==> config.mk <==
export PLATFORM = sky130hd
export DESIGN_NAME = rs422_tx_byte
export DESIGN_NICKNAME = d
export VERILOG_FILES = /design/src/rtl/rs422_pkg.sv /design/src/rtl/rs422_tx_byte.sv
export SDC_FILE = /design/constraint.sdc
export NUM_CORES = 1
export LEC_CHECK = 0
export BUFFER_PORTS_ARGS = -buffer_cell sky130_fd_sc_hd__buf_4
export CORE_MARGIN = 2
export CORE_UTILIZATION = 54
export CTS_CLUSTER_DIAMETER = 100
export DETAILED_ROUTE_END_ITERATION = 8
export HOLD_SLACK_MARGIN = 0.05
export PLACE_DENSITY = 0.76
export SETUP_SLACK_MARGIN = 0.05
export SLEW_MARGIN = 40
export SYNTH_ARGS = -nofsm -noshare
export SYNTH_HDL_FRONTEND = slang
export SYNTH_SLANG_ARGS = --single-unit
==> constraint.sdc <==
create_clock -name clk -period 1.7 [get_ports clk]
set_input_delay 0.17 -clock clk [delete_from_list [all_inputs] [get_ports clk]]
set_output_delay 0.17 -clock clk [all_outputs]
set_load 0.02 [all_outputs]
==> src/rtl/rs422_pkg.sv <==
// Shared types and constants for the RS422 link blocks: serializer state
// encoding and parity-sense constants.
package rs422_pkg;

  typedef enum logic [2:0] {
    IDLE,
    START,
    DATA,
    PARITY,
    STOP
  } tx_state_t;

  localparam logic PAR_EVEN = 1'b0;
  localparam logic PAR_ODD  = 1'b1;

endpackage

==> src/rtl/rs422_tx_byte.sv <==
// RS422 byte serializer: valid/ready byte in, idle-high LSB-first line out,
// bit timing from the baud counter strobe. Optional parity bit: RS422_TX_PARITY_EN.
import rs422_pkg::*;

module rs422_tx_byte #(
  parameter int DATA_BITS  = 8,
  parameter int STOP_BITS  = 1,
  parameter int PARITY_ODD = 0
) (
  input  logic                 clk,
  input  logic                 rst_n,
  input  logic                 baud_pulse,
  input  logic [DATA_BITS-1:0] tx_data,
  input  logic                 tx_valid,
  output logic                 tx_ready,
  output logic                 baud_sync,
  output logic                 txd,
  output logic                 busy
);

  localparam int CW = $clog2(DATA_BITS + 1);
  localparam logic [CW-1:0] LAST_DATA = CW'(DATA_BITS - 1);
  localparam logic [CW-1:0] LAST_STOP = CW'(STOP_BITS - 1);

  tx_state_t            r_state;
  logic [DATA_BITS-1:0] r_shift;
  logic [CW-1:0]        r_bitCnt;
  logic                 r_txd;
  logic                 r_ready;
  logic                 r_sync;
  logic                 r_busy;
  logic [DATA_BITS-1:0] w_shiftNext;

`ifdef RS422_TX_PARITY_EN
  localparam logic PAR_SENSE = (PARITY_ODD != 0) ? PAR_ODD : PAR_EVEN;
  logic r_parity;
`else
  logic w_unusedParitySense;
  assign w_unusedParitySense = (PARITY_ODD != 0);
`endif

  assign w_shiftNext = r_shift >> 1;

  // The bit counter is cleared on leaving DATA so it can count stop periods too.
  always_ff @(posedge clk) begin
    if (!rst_n) begin
      r_state  <= IDLE;
      r_shift  <= '0;
      r_bitCnt <= '0;
      r_txd    <= 1'b1;
      r_ready  <= 1'b1;
      r_sync   <= 1'b0;
      r_busy   <= 1'b0;
`ifdef RS422_TX_PARITY_EN
      r_parity <= 1'b0;
`endif
    end else begin
      r_sync <= 1'b0;
      case (r_state)
        IDLE: begin
          if (tx_valid && r_ready) begin
            r_shift  <= tx_data;
            r_bitCnt <= '0;
            r_state  <= START;
            r_txd    <= 1'b0;
            r_ready  <= 1'b0;
            r_busy   <= 1'b1;
            r_sync   <= 1'b1;
`ifdef RS422_TX_PARITY_EN
            r_parity <= (^tx_data) ^ PAR_SENSE;
`endif
          end
        end
        START: begin
          if (baud_pulse) begin
            r_state <= DATA;
            r_txd   <= r_shift[0];
          end
        end
        DATA: begin
          if (baud_pulse) begin
            r_shift <= w_shiftNext;
            if (r_bitCnt == LAST_DATA) begin
              r_bitCnt <= '0;
`ifdef RS422_TX_PARITY_EN
              r_state  <= PARITY;
              r_txd    <= r_parity;
`else
              r_state  <= STOP;
              r_txd    <= 1'b1;
`endif
            end else begin
              r_bitCnt <= r_bitCnt + CW'(1);
              r_txd    <= w_shiftNext[0];
            end
          end
        end
`ifdef RS422_TX_PARITY_EN
        PARITY: begin
          if (baud_pulse) begin
            r_state <= STOP;
            r_txd   <= 1'b1;
          end
        end
`endif
        STOP: begin
          if (baud_pulse) begin
            if (r_bitCnt == LAST_STOP) begin
              r_state  <= IDLE;
              r_bitCnt <= '0;
              r_ready  <= 1'b1;
              r_busy   <= 1'b0;
            end else begin
              r_bitCnt <= r_bitCnt + CW'(1);
            end
          end
        end
        default: begin
          r_state <= IDLE;
          r_txd   <= 1'b1;
          r_ready <= 1'b1;
          r_busy  <= 1'b0;
        end
      endcase
    end
  end

  assign tx_ready  = r_ready;
  assign baud_sync = r_sync;
  assign txd       = r_txd;
  assign busy      = r_busy;

endmodule
Word-level counts from Yosys, hierarchy flattened. Cells that the tools add are included.

Register bits: 19. Bits in latches: 0. RAM bits: 0. Memory bits (read-only): 0. Bits of input ports: 12. Output and inout port bits: 4. Word-level logic and storage cells: 61. Memories kept: 0.

Add/subtract/negate cells: 1. $mul: 0. Divide/modulo/power cells: 0. Magnitude comparators: 0. Eq/ne operators: 10. Shifts and indexed selects: 0. Muxes and demuxes: 29. Bitwise gates (word level): 2. Reductions and logical operators: 12.

Operators by type and width (count): $mux 4 (5); $mux 3 (6); $mux 8 (2); $pmux 8 s2 (1); $ne 2x2->1 const B (6); $pmux 3 s4 (1); $pmux 4 s3 (1); $reduce_and 4->1 (3); $mux 1 (10); $pmux 1 s3 (2); $reduce_and 6->1 (1); $add 4x1->4 const B (1); $eq 4x3->1 const B (1); $logic_not 4->1 (1); $pmux 1 s4 (1); $eq 3x1->1 const B (1); $eq 3x2->1 const B (1); $eq 3x3->1 const B (1); $logic_not 3->1 (1); $reduce_and 3->1 (1); $reduce_bool 3->1 (1); $not 1->1 (2); $reduce_and 2->1 (1); $reduce_bool 2->1 (1); 2 further kinds (2).

Logic depth before layout (Yosys ltp). Gate-level depths: netlist of the first run.

Depth after elaboration: 4. Mapped depth: 6. Mapped depth without buffers: 6.

Worst setup path after synthesis of the first run. OpenSTA, ideal clock, no wires.

Path kind: register to register. Start: register r_ready (netlist: tx_ready). End: register r_shift[4]. Setup time: 116 ps. Arrival time: 1378 ps. Data required time: 1584 ps. Slack: 206 ps. Cell stages (with the launch flop): 6. Path buffers: 1. Period minus slack after synthesis: 1494 ps. Cell sequence: dfxtp_1 -> nand3b_1 -> a211oi_2 -> buf_2 -> nand2_1 -> o211a_1.

Longest elaborated chain between the ends: 3.

RTL lines: start: declaration (line rs422_tx_byte.sv:29) `logic r_ready;`; start signal: assignment (line rs422_tx_byte.sv:51) `r_ready <= 1'b1;`; start signal: assignment (line rs422_tx_byte.sv:66) `r_ready <= 1'b0;`; start signal: assignment (line rs422_tx_byte.sv:111) `r_ready <= 1'b1;`; $logic_and 1x1->1 (line rs422_tx_byte.sv:61) `if (tx_valid && r_ready) begin`; $ne 2x2->1 (no source line); $reduce_and 3->1 (no source line); end signal: assignment (line rs422_tx_byte.sv:62) `r_shift <= tx_data;`; end signal: assignment (line rs422_tx_byte.sv:82) `r_shift <= w_shiftNext;`; end: declaration (line rs422_tx_byte.sv:26) `logic [DATA_BITS-1:0] r_shift;`.

No other way between the ends. A chain may end at the register's enable or synchronous reset.

Worst setup path in the final report of the first run.
Start: register r_state[2]. End: register r_bitCnt[2].

Longest elaborated chain between the ends: 3. Elaborated cells between the ends (all ways): 9. Those cells by class: eq/ne: 5; mux: 1; reduce/logical: 3.

RTL lines: start: declaration (line rs422_tx_byte.sv:25) `tx_state_t r_state;`; start signal: assignment (line rs422_tx_byte.sv:47) `r_state <= IDLE;`; start signal: assignment (line rs422_tx_byte.sv:64) `r_state <= START;`; start signal: assignment (line rs422_tx_byte.sv:76) `r_state <= DATA;`; $eq 3x2->1, or another cell as far along (line rs422_tx_byte.sv:59) `case (r_state)`; $ne 2x2->1 (no source line) or $reduce_bool 3->1 (tied branches); $reduce_and 4->1 (no source line); end signal: assignment (line rs422_tx_byte.sv:93) `r_bitCnt <= r_bitCnt + CW'(1);`; end signal: assignment (line rs422_tx_byte.sv:114) `r_bitCnt <= r_bitCnt + CW'(1);`; end: declaration (line rs422_tx_byte.sv:27) `logic [CW-1:0] r_bitCnt;`.

Several ways; a longest one is shown, not always the timed one.

==> results of run 1 <==
## stage by stage
step	instances	power [mW]	worst slack, ps
4_1_cts	164	1.022	181.4
3_3_place_gp	160	0.7906	270.1
6_report	164	1.013	179.5
3_5_place_dp	160	0.8003	192.5
5_1_grt	164	1.069	84.31
2_1_floorplan	121	0.7096	205.8
## sequential cells by signal, summed over array words and instances, names as in the netlist
register	flops
busy	1
r_state	3
tx_ready	1
r_shift	8
r_bitCnt	4
txd	1
baud_sync	1
## synth_stat cells, drive strengths merged, types with 2 or more instances
master / count / area, um2
nor3: 2 / 10.01
nor2b: 2 / 12.51
nand2b: 3 / 18.77
nor3b: 3 / 22.52
o211a: 7 / 70.07
or3b: 2 / 17.52
inv: 4 / 15.01
mux2i: 7 / 70.07
buf: 4 / 18.76
ha: 2 / 25.02
a211oi: 2 / 20.02
nand2: 17 / 63.81
o22ai: 3 / 18.77
clkbuf: 4 / 15.01
o21ai: 6 / 30.03
a21oi: 7 / 35.03
dfxtp: 19 / 380.4
nand3b: 2 / 15.01
nor2: 8 / 32.54
## path summary, 6_finish.rpt
path                                         startpoint                        to  slack [ps]  cells past startpoint
worst max-delay path            r_state[2]$_SDFFE_PN0P_  r_bitCnt[2]$_SDFFE_PN0P_         180                      4
worst min-delay path                         tx_data[7]   r_shift[7]$_SDFFE_PN0P_         160                      3
worst max register to register  r_state[2]$_SDFFE_PN0P_  r_bitCnt[2]$_SDFFE_PN0P_         180                      4
worst min register to register  r_shift[7]$_SDFFE_PN0P_   r_shift[7]$_SDFFE_PN0P_         490                      2
## cell families after synthesis
group | after synthesis | share of synthesized area
compound gates | 33 | 0.2509
fa+ha+maj | 2 | 0.02378
buf+inv | 12 | 0.04636
flops | 19 | 0.3615
mux | 7 | 0.06659
simple gates | 48 | 0.2509
## tightest hold or removal path, delay by kind of cell
| family | cells | cell delay (ps) |
|---|---|---|
| AO/OA/AOI/OAI | 1 | 60 |
| buffers and inverters | 1 | 110 |
| AND/OR/NAND/NOR | 1 | 70 |
## area by class of cell
class | count | area, um2 | share of cell area
flip-flops and latches | 19 | 380.4 | 0.3065
well taps | 25 | 31.28 | 0.02520
inverters | 4 | 15.01 | 0.01210
multi-input cells | 90 | 623.1 | 0.5020
repair buffers | 22 | 165.2 | 0.1331
clock buffers | 4 | 26.28 | 0.02117
## cell usage in the layout, fill, tap and decap left out, types with 2 or more instances in the layout
master    Yosys  routed
nand3b_1      2       2
nand2b_1      3       3
ha_1          2       2
o21ai_0       6       6
buf_4         0      22
mux2i_1       7       7
nor2_1        7       7
clkbuf_4      0       3
a21oi_1       7       7
nor3_1        2       2
o211a_1       7       7
dfxtp_1      19      19
nand2_1      17      17
nor2b_1       2       2
inv_1         4       4
o22ai_1       3       3
nor3b_1       3       3
## power by group
| part | total [mW] | internal, mW | switching, mW | leakage, nW |
|---|---|---|---|---|
| combinational | 0.266 | 0.130 | 0.136 | 0.366 |
| sequential | 0.523 | 0.489 | 0.0334 | 0.156 |
| clock | 0.224 | 0.0911 | 0.133 | 0.0150 |
| total | 1.01 | 0.711 | 0.302 | 0.537 |
## layer usage
metal  share of wire  vias to the layer above  wire length, um  global-route usage
met5               0                        -                0                   0
met4           0.011                        0               22             0.06486
met3           0.043                        4               90             0.02593
met2            0.48                       27              993              0.3447
met1            0.47                      411              981              0.2756
li1                -                      475                -                   -
==> run summary, run 1 <==
Critical path type - flip-flop to flip-flop
Final Critical Period - 1521 ps
Sequential-to-total area share from yosys stat - 0.3615
Routability Congestion - 0.8103
Max incr delay on CP - 500 ps
Type of the most critical hold path - input pin to flip-flop
Worst-path cell chain - a21oi_1 > a221oi_4 > nor2_2 > a2111oi_2
Hpwl dp - 1.569 mm
Critical path launch point type - flip-flop
Num CTS Buffers - 3
Period utilization - 0.8944
Setup crit end kind - flip-flop
Routed WL per cell - 12.73 um
CORE AREA - 0.001783 mm2
CP Max Fanout - 7
First-pass GRT wire length - 3.394 mm
Clock-pin slew on the worst setup and hold paths - 110 ps
Synth Instances - 121
Syn Std Cell Area - 0.001052 mm2
Via-to-Cell Ratio - 5.591
ANT nets after route - 0
FMAX - 657.7 MHz
Post-route cell area - 0.001241 mm2
Final TNS setup - 0 ps
Library cells used by synthesis - 40
Width of the die - 48.15 um
Final hold vios - 0
Area delta synth->final - 17.95%
CTS max path bufs - 2
Post-synth EDFFs - 0
Placed inst area - 0.001215 mm2
DRC Markers - 0
Routed WL - 2.087 mm
Number of setup buffers added after CTS - 0
CTS sink cnt - 19
Initial DRC count - 25
Full die area - 0.002318 mm2
DR vias - 917
CP top delay family - compound AO/OA/AOI/OAI gates
CTS Hold Bufs - 0
Worst-margin pin slew - 384.8 ps
Slowest CP cell - dfxtp_1
Tot GR Track Use - 0.2062
Worst skew pair latency - 290 ps
Worst vdd ir - 562.4 uV
Hold Slack - 159.7 ps
H-tree depth - 1
Fin nets - 154
Vias in the first global route - 804
Finished Core Util - 0.6961
Initial antenna violation count - 0
Synthesized area per cell - 8.696 um2
Synth warnings - 0
Filler cells - 151
Main synth FF type - dfxtp_1
CTS Root Buffer Type - clkbuf_4
Synthesized flop and latch total - 19
Pleak - 0.5373 nW
Pin count of the biggest net entering global routing - 23
I/O Buffers - 15
Share of post-route cells with drive strength above 1 - 0.2302
Final Max Tran Viols - 0
PwrDens - 816.1 mW/mm2
CTS-repair resized insts - 0
# setup viols final - 0
Status - finished clean
Worst clock skew - 1.624 ps
Ant diodes - 0
Height of the die - 48.15 um
Slew HR - 0.7413
CP Data Arrival Time - 1710 ps
RSZ-0062 raised after global routing - no
Max_cap viols - 0
Clock tree from TritonCTS - built
Ys async rst share - 0
Std-Cell Rows - 15
WP data required - 1890 ps
DRT Pass-1 Iters - 4
Post-Syn Nets - 135
Grt ovf - 0
Worst path bufs/invs - 0
Starting Density - 0.5902
# IOs - 16
(Power assumes the default switching activity.)
==> run 2, diff against run 1 <==
CELL_PAD_IN_SITES_DETAIL_PLACEMENT = 0   (was not set)
CELL_PAD_IN_SITES_GLOBAL_PLACEMENT = 1   (was not set)
CORE_UTILIZATION = 41   (was 54)
PLACE_DENSITY = not set   (was 0.76)
PLACE_DENSITY_LB_ADDON = 0.1   (was not set)
==> run 2 against run 1 <==
Against the previous run: wire length rose by 5.2%; cell count rose by 4.3%; largest power group unchanged; highest routed layer unchanged; global-route usage fell by 3.1 points; combinational power rose by 4%; clock-buffer cell count fell by 1.
==> run summary, run 2 (synthesis results as in run 1) <==
Status - finished clean (unchanged)
Clock network fraction of total power - 0.225 (was 0.221)
# setup viols final - 0 (unchanged)
Initial antenna violation count - 0 (unchanged)
Non-filler cells, final - 171 (was 164)
Std-Cell Rows - 18 (was 15)
Cell-internal power - 0.7128 mW (was 0.7107 mW)
Critical path launch point type - flip-flop (unchanged)
Routability Congestion - 0.7746 (was 0.8103)
CTS Root Buffer Type - clkbuf_4 (unchanged)
Worst-margin pin slew - 408.5 ps (was 384.8 ps)
Switching Power - 0.3159 mW (was 0.3023 mW)
Grt ovf - 0 (unchanged)
Area delta synth->final - 20.09% (was 17.95%)
I/O Buffers - 15 (unchanged)
Total Power - 1.029 mW (was 1.013 mW)
WP data required - 1900 ps (was 1890 ps)
Worst skew pair latency - 300 ps (was 290 ps)
CORE AREA - 0.002455 mm2 (was 0.001783 mm2)
Final hold vios - 0 (unchanged)
Clock-pin slew on the worst setup and hold paths - 120 ps (was 110 ps)
Initial DRC count - 15 (was 25)
Most common cell after layout, fill and taps aside - buf_4 (unchanged)
Final Max Tran Viols - 0 (unchanged)
Slew HR - 0.7239 (was 0.7413)
FMAX - 649.5 MHz (was 657.7 MHz)
Worst vdd ir - 528.1 uV (was 562.4 uV)
Vias in the first global route - 860 (was 804)
Critical path type - flip-flop to flip-flop (unchanged)
# IOs - 16 (unchanged)
Max reg flops - 8 (unchanged)
Height of the die - 54.66 um (was 48.15 um)
RSZ-0062 raised after global routing - no (unchanged)
Largest registers - r_shift (8), r_bitCnt (4), r_state (3) (unchanged)
CP Max Fanout - 8 (was 7)
Fin nets - 156 (was 154)
First-pass GRT wire length - 3.788 mm (was 3.394 mm)
Period utilization - 0.9056 (was 0.8944)
Max_cap viols - 0 (unchanged)
DRC Markers - 0 (unchanged)
CP Data Arrival Time - 1740 ps (was 1710 ps)
Num CTS Buffers - 3 (unchanged)
CTS max path bufs - 2 (unchanged)
Comb power frac - 0.268 (was 0.263)
PwrDens - 814.1 mW/mm2 (was 816.1 mW/mm2)
Width of the die - 54.66 um (was 48.15 um)
Final Critical Period - 1540 ps (was 1521 ps)
Via-to-Cell Ratio - 5.404 (was 5.591)
Type of the most critical hold path - input pin to flip-flop (unchanged)
Share of post-route cells with drive strength above 1 - 0.2482 (was 0.2302)
Final TNS setup - 0 ps (unchanged)
CTS-repair resized insts - 0 (unchanged)
Hpwl dp - 1.610 mm (was 1.569 mm)
Top reg by flops - r_shift (unchanged)
Worst slack at placement - 181.5 ps (was 192.5 ps)
Tot GR Track Use - 0.1751 (was 0.2062)
H-tree depth - 1 (unchanged)
Pleak - 0.5505 nW (was 0.5373 nW)
CTS sink cnt - 19 (unchanged)
Most frequent cells in the layout - buf_4 (24), dfxtp_1 (19), nand2_1 (17) (was buf_4 (22), dfxtp_1 (19), nand2_1 (17))
Reg power frac - 0.507 (was 0.516)
Pin count of the biggest net entering global routing - 23 (unchanged)
DR vias - 924 (was 917)
Starting Density - 0.4286 (was 0.5902)
Clock tree from TritonCTS - built (unchanged)
Switching portion of total power - 0.3071 (was 0.2984)
DRT Pass-1 Iters - 4 (unchanged)
Worst clock skew - 10.64 ps (was 1.624 ps)
Setup crit end kind - flip-flop (unchanged)
Ant diodes - 0 (unchanged)
Final Worst Setup Slack - 160.5 ps (was 179.5 ps)
Full die area - 0.002988 mm2 (was 0.002318 mm2)
Inst Count DP - 167 (was 160)
CTS Hold Bufs - 0 (unchanged)
Routed WL per cell - 12.84 um (was 12.73 um)
Number of setup buffers added after CTS - 0 (unchanged)
ANT nets after route - 0 (unchanged)
Routed WL - 2.196 mm (was 2.087 mm)
-- run 2: cell types whose count changed in the layout (fill, tap and decap cells not counted) --
cell | before | now
clkinv_2 | 0 | 1
clkbuf_1 | 1 | 0
buf_4 | 22 | 24
-- run 2: worst max-delay path, stage by stage, from the launching register on --
cell and delay, ps:
dfxtp_1 400, nand3b_1 280, a221oi_4 390, nor2_2 60
a2111oi_2 310
-- run 2: power groups by stage --
stage | Sequential (mW) | Combinational (mW) | Clock, mW
4_1_cts | 0.521 | 0.279 | 0.247
3_5_place_dp | 0.531 | 0.277 | 0
6_report | 0.521 | 0.276 | 0.232
3_3_place_gp | 0.529 | 0.274 | 0
5_1_grt | 0.528 | 0.308 | 0.272
2_1_floorplan | 0.536 | 0.174 | 0
-- run 2: final cells by class --
| class | count | area [um2] |
|---|---|---|
| well taps | 30 | 37.54 |
| fillers | 250 | 1191 |
| clock buffers | 3 | 22.52 |
| inverters | 4 | 15.01 |
| flip-flops and latches | 19 | 380.4 |
| clock inverters | 1 | 5.005 |
| multi-input cells | 90 | 623.1 |
| repair buffers | 24 | 180.2 |
-- run 2: metal layers --
| metal | up-vias | track usage | wire, um |
|---|---|---|---|
| met1 | 428 | 0.2329 | 1070 |
| met5 | - | 0 | 0 |
| met3 | 2 | 0.02459 | 59 |
| met4 | 0 | 0.07500 | 15 |
| met2 | 16 | 0.2798 | 1050 |
| li1 | 478 | - | - |
-- run 2: through the flow --
stage / area, um2 / util / hold slack (ps)
after floorplan: 1052 / - / 309.2
after global placement: 1236 / 0.5036 / 427.8
after detailed placement: 1236 / 0.5036 / 438.8
after CTS: 1264 / 0.5148 / 98.39
after global routing: 1264 / 0.5148 / 104.3
final: 1264 / 0.5148 / 108.4
-- run 2: path summary, 6_finish.rpt --
| check | startpoint | depth (start not counted) | slack, ps | to |
|---|---|---|---|---|
| max | r_state[1]$_SDFFE_PN0P_ | 4 | 160 | r_bitCnt[2]$_SDFFE_PN0P_ |
| min | tx_data[7] | 3 | 110 | r_shift[7]$_SDFFE_PN0P_ |
| max reg2reg | r_state[1]$_SDFFE_PN0P_ | 4 | 160 | r_bitCnt[2]$_SDFFE_PN0P_ |
| min reg2reg | r_shift[7]$_SDFFE_PN0P_ | 2 | 500 | r_shift[7]$_SDFFE_PN0P_ |
==> run 3, diff against run 2 <==
CORE_UTILIZATION = 37   (was 41)
clock period = 1.3 ns   (was 1.7 ns; I/O delays follow)
==> run 3 against run 2 <==
Against the previous run: the flow now finishes with violations (negative setup slack); power grew 39%; combinational power grew 59%; clock skew shrank 4.7 ps; largest cell class unchanged.
==> run summary, run 3 (synthesis results as in run 1) <==
ANT nets after route - 0 (unchanged)
Type of the most critical hold path - input pin to flip-flop (unchanged)
Placed inst area - 0.001330 mm2 (was 0.001236 mm2)
Final hold vios - 0 (unchanged)
Post-route cell area - 0.001471 mm2 (was 0.001264 mm2)
Area delta synth->final - 39.83% (was 20.09%)
Setup crit end kind - flip-flop (unchanged)
Hold Slack - 67.88 ps (was 108.4 ps)
Multi-input gate area - 699.4 um2 (was 623.1 um2)
Via-to-Cell Ratio - 5.254 (was 5.404)
Max_cap viols - 0 (unchanged)
Starting Density - 0.3849 (was 0.4286)
Width of the die - 57.33 um (was 54.66 um)
Share of post-route cells with drive strength above 1 - 0.4286 (was 0.2482)
Max reg flops - 8 (unchanged)
Initial antenna violation count - 0 (unchanged)
Routed WL per cell - 12.81 um (was 12.84 um)
Final Max Tran Viols - 0 (unchanged)
Fin nets - 169 (was 156)
Routability Congestion - 0.8068 (was 0.7746)
Critical path launch point type - flip-flop (unchanged)
RSZ-0062 raised after global routing - yes (was no)
First-pass GRT wire length - 4.043 mm (was 3.788 mm)
Switching portion of total power - 0.3059 (was 0.3071)
Num CTS Buffers - 3 (unchanged)
Period utilization - 1.069 (was 0.9056)
I/O Buffers - 15 (unchanged)
Slew HR - 0.7173 (was 0.7239)
DR vias - 972 (was 924)
Std-Cell Rows - 19 (was 18)
Full die area - 0.003287 mm2 (was 0.002988 mm2)
Final Critical Period - 1389 ps (was 1540 ps)
Final Worst Setup Slack - -89.08 ps (was 160.5 ps)
Clock network fraction of total power - 0.216 (was 0.225)
Failing checks - negative setup slack
CTS max path bufs - 2 (unchanged)
Critical path type - flip-flop to flip-flop (unchanged)
# setup viols final - 14 (was 0)
Height of the die - 57.33 um (was 54.66 um)
PwrDens - 968.4 mW/mm2 (was 814.1 mW/mm2)
Ant diodes - 0 (unchanged)
Initial DRC count - 12 (was 15)
Switching Power - 0.4360 mW (was 0.3159 mW)
Hpwl dp - 1.696 mm (was 1.610 mm)
Clock-pin slew on the worst setup and hold paths - 120 ps (about the same)
CP Data Arrival Time - 1580 ps (was 1740 ps)
WP data required - 1490 ps (was 1900 ps)
Vias in the first global route - 930 (was 860)
CTS Root Buffer Type - clkbuf_4 (unchanged)
Worst skew pair latency - 300 ps (about the same)
Most common cell after layout, fill and taps aside - buf_4 (unchanged)
Cell-internal power - 0.9890 mW (was 0.7128 mW)
Filler cells - 257 (was 250)
Top reg by flops - r_shift (unchanged)
CORE AREA - 0.002734 mm2 (was 0.002455 mm2)
Grt ovf - 0 (unchanged)
CTS sink cnt - 19 (unchanged)
Worst-margin pin slew - 420.8 ps (was 408.5 ps)
Comb power frac - 0.308 (was 0.268)
Worst vdd ir - 719.2 uV (was 528.1 uV)
CP Max Fanout - 6 (was 8)
DRT Pass-1 Iters - 4 (unchanged)
Inst Count DP - 178 (was 167)
Largest registers - r_shift (8), r_bitCnt (4), r_state (3) (unchanged)
Routed WL - 2.370 mm (was 2.196 mm)
H-tree depth - 1 (unchanged)
DRC Markers - 0 (unchanged)
FMAX - 719.9 MHz (was 649.5 MHz)
Non-filler cells, final - 185 (was 171)
Most frequent cells in the layout - buf_4 (32), nand2_1 (16), dfxtp_1 (12) (was buf_4 (24), dfxtp_1 (19), nand2_1 (17))
# IOs - 16 (unchanged)
Seq. cell area - 391.6 um2 (was 380.4 um2)
Pleak - 0.6323 nW (was 0.5505 nW)
Worst clock skew - 5.953 ps (was 10.64 ps)
Tot GR Track Use - 0.1546 (was 0.1751)
Reg power frac - 0.476 (was 0.507)
Pin count of the biggest net entering global routing - 22 (was 23)
Status - finished, violations left (was finished clean)
Clock tree from TritonCTS - built (unchanged)
Total Power - 1.425 mW (was 1.029 mW)
## run 3: stage by stage
step	setup TNS (ps)	worst slack [ps]	utilization
global placement	-836.1	-130.5	0.4865
CTS	-1074	-128.2	0.5076
finish	-991.7	-89.08	0.5382
global route	-2346	-207.5	0.5382
floorplan	-349.3	-78.80	-
detailed placement	-902.3	-136.0	0.4865
## run 3: final cells by class
type	count	area share
Clock buffer	4	0.01786
Inverter	4	0.01020
Multi-Input combinational cell	90	0.4753
Sequential cell	19	0.2662
Tap cell	31	0.02636
Timing Repair Buffer	37	0.2041
## run 3: worst paths after layout
| check | slack [ps] | cells past startpoint | start | endpoint |
|---|---|---|---|---|
| max | -90 | 4 | r_state[2]$_SDFFE_PN0P_ | r_bitCnt[2]$_SDFFE_PN0P_ |
| min | 70 | 3 | tx_data[7] | r_shift[7]$_SDFFE_PN0P_ |
| max reg2reg | -90 | 4 | r_state[2]$_SDFFE_PN0P_ | r_bitCnt[2]$_SDFFE_PN0P_ |
| min reg2reg | 490 | 2 | busy$_SDFFE_PN0P_ | busy$_SDFFE_PN0P_ |
## run 3: routing by layer
metal / GRT usage / up-vias / part of all wire
met2: 0.2545 / 9 / 0.48
met1: 0.2048 / 457 / 0.49
li1: - / 504 / -
met5: 0 / - / 0
met4: 0.06312 / 0 / 0.0076
met3: 0.02041 / 2 / 0.021
## run 3: critical path: stages, from the launching register on
cell and delay (ps):
dfxtp_2 400, or3b_1 390, nor2_1 100, nor2_1 60
a2111oi_2 340
## run 3: power by group through the flow
stage	registers, mW	clock network (mW)	logic [mW]
6_report	0.678	0.308	0.438
5_1_grt	0.687	0.345	0.484
4_1_cts	0.678	0.334	0.418
3_5_place_dp	0.691	0	0.400
3_3_place_gp	0.688	0	0.399
2_1_floorplan	0.703	0	0.235
## run 3: what timing repair did
item / CTS / global route
pin swaps: 5 / 5
endpoints found under the setup margin: 17 / 17
hold buffers: 0 / 0
setup buffers: 1 / 3
gates resized for setup: 9 / 18
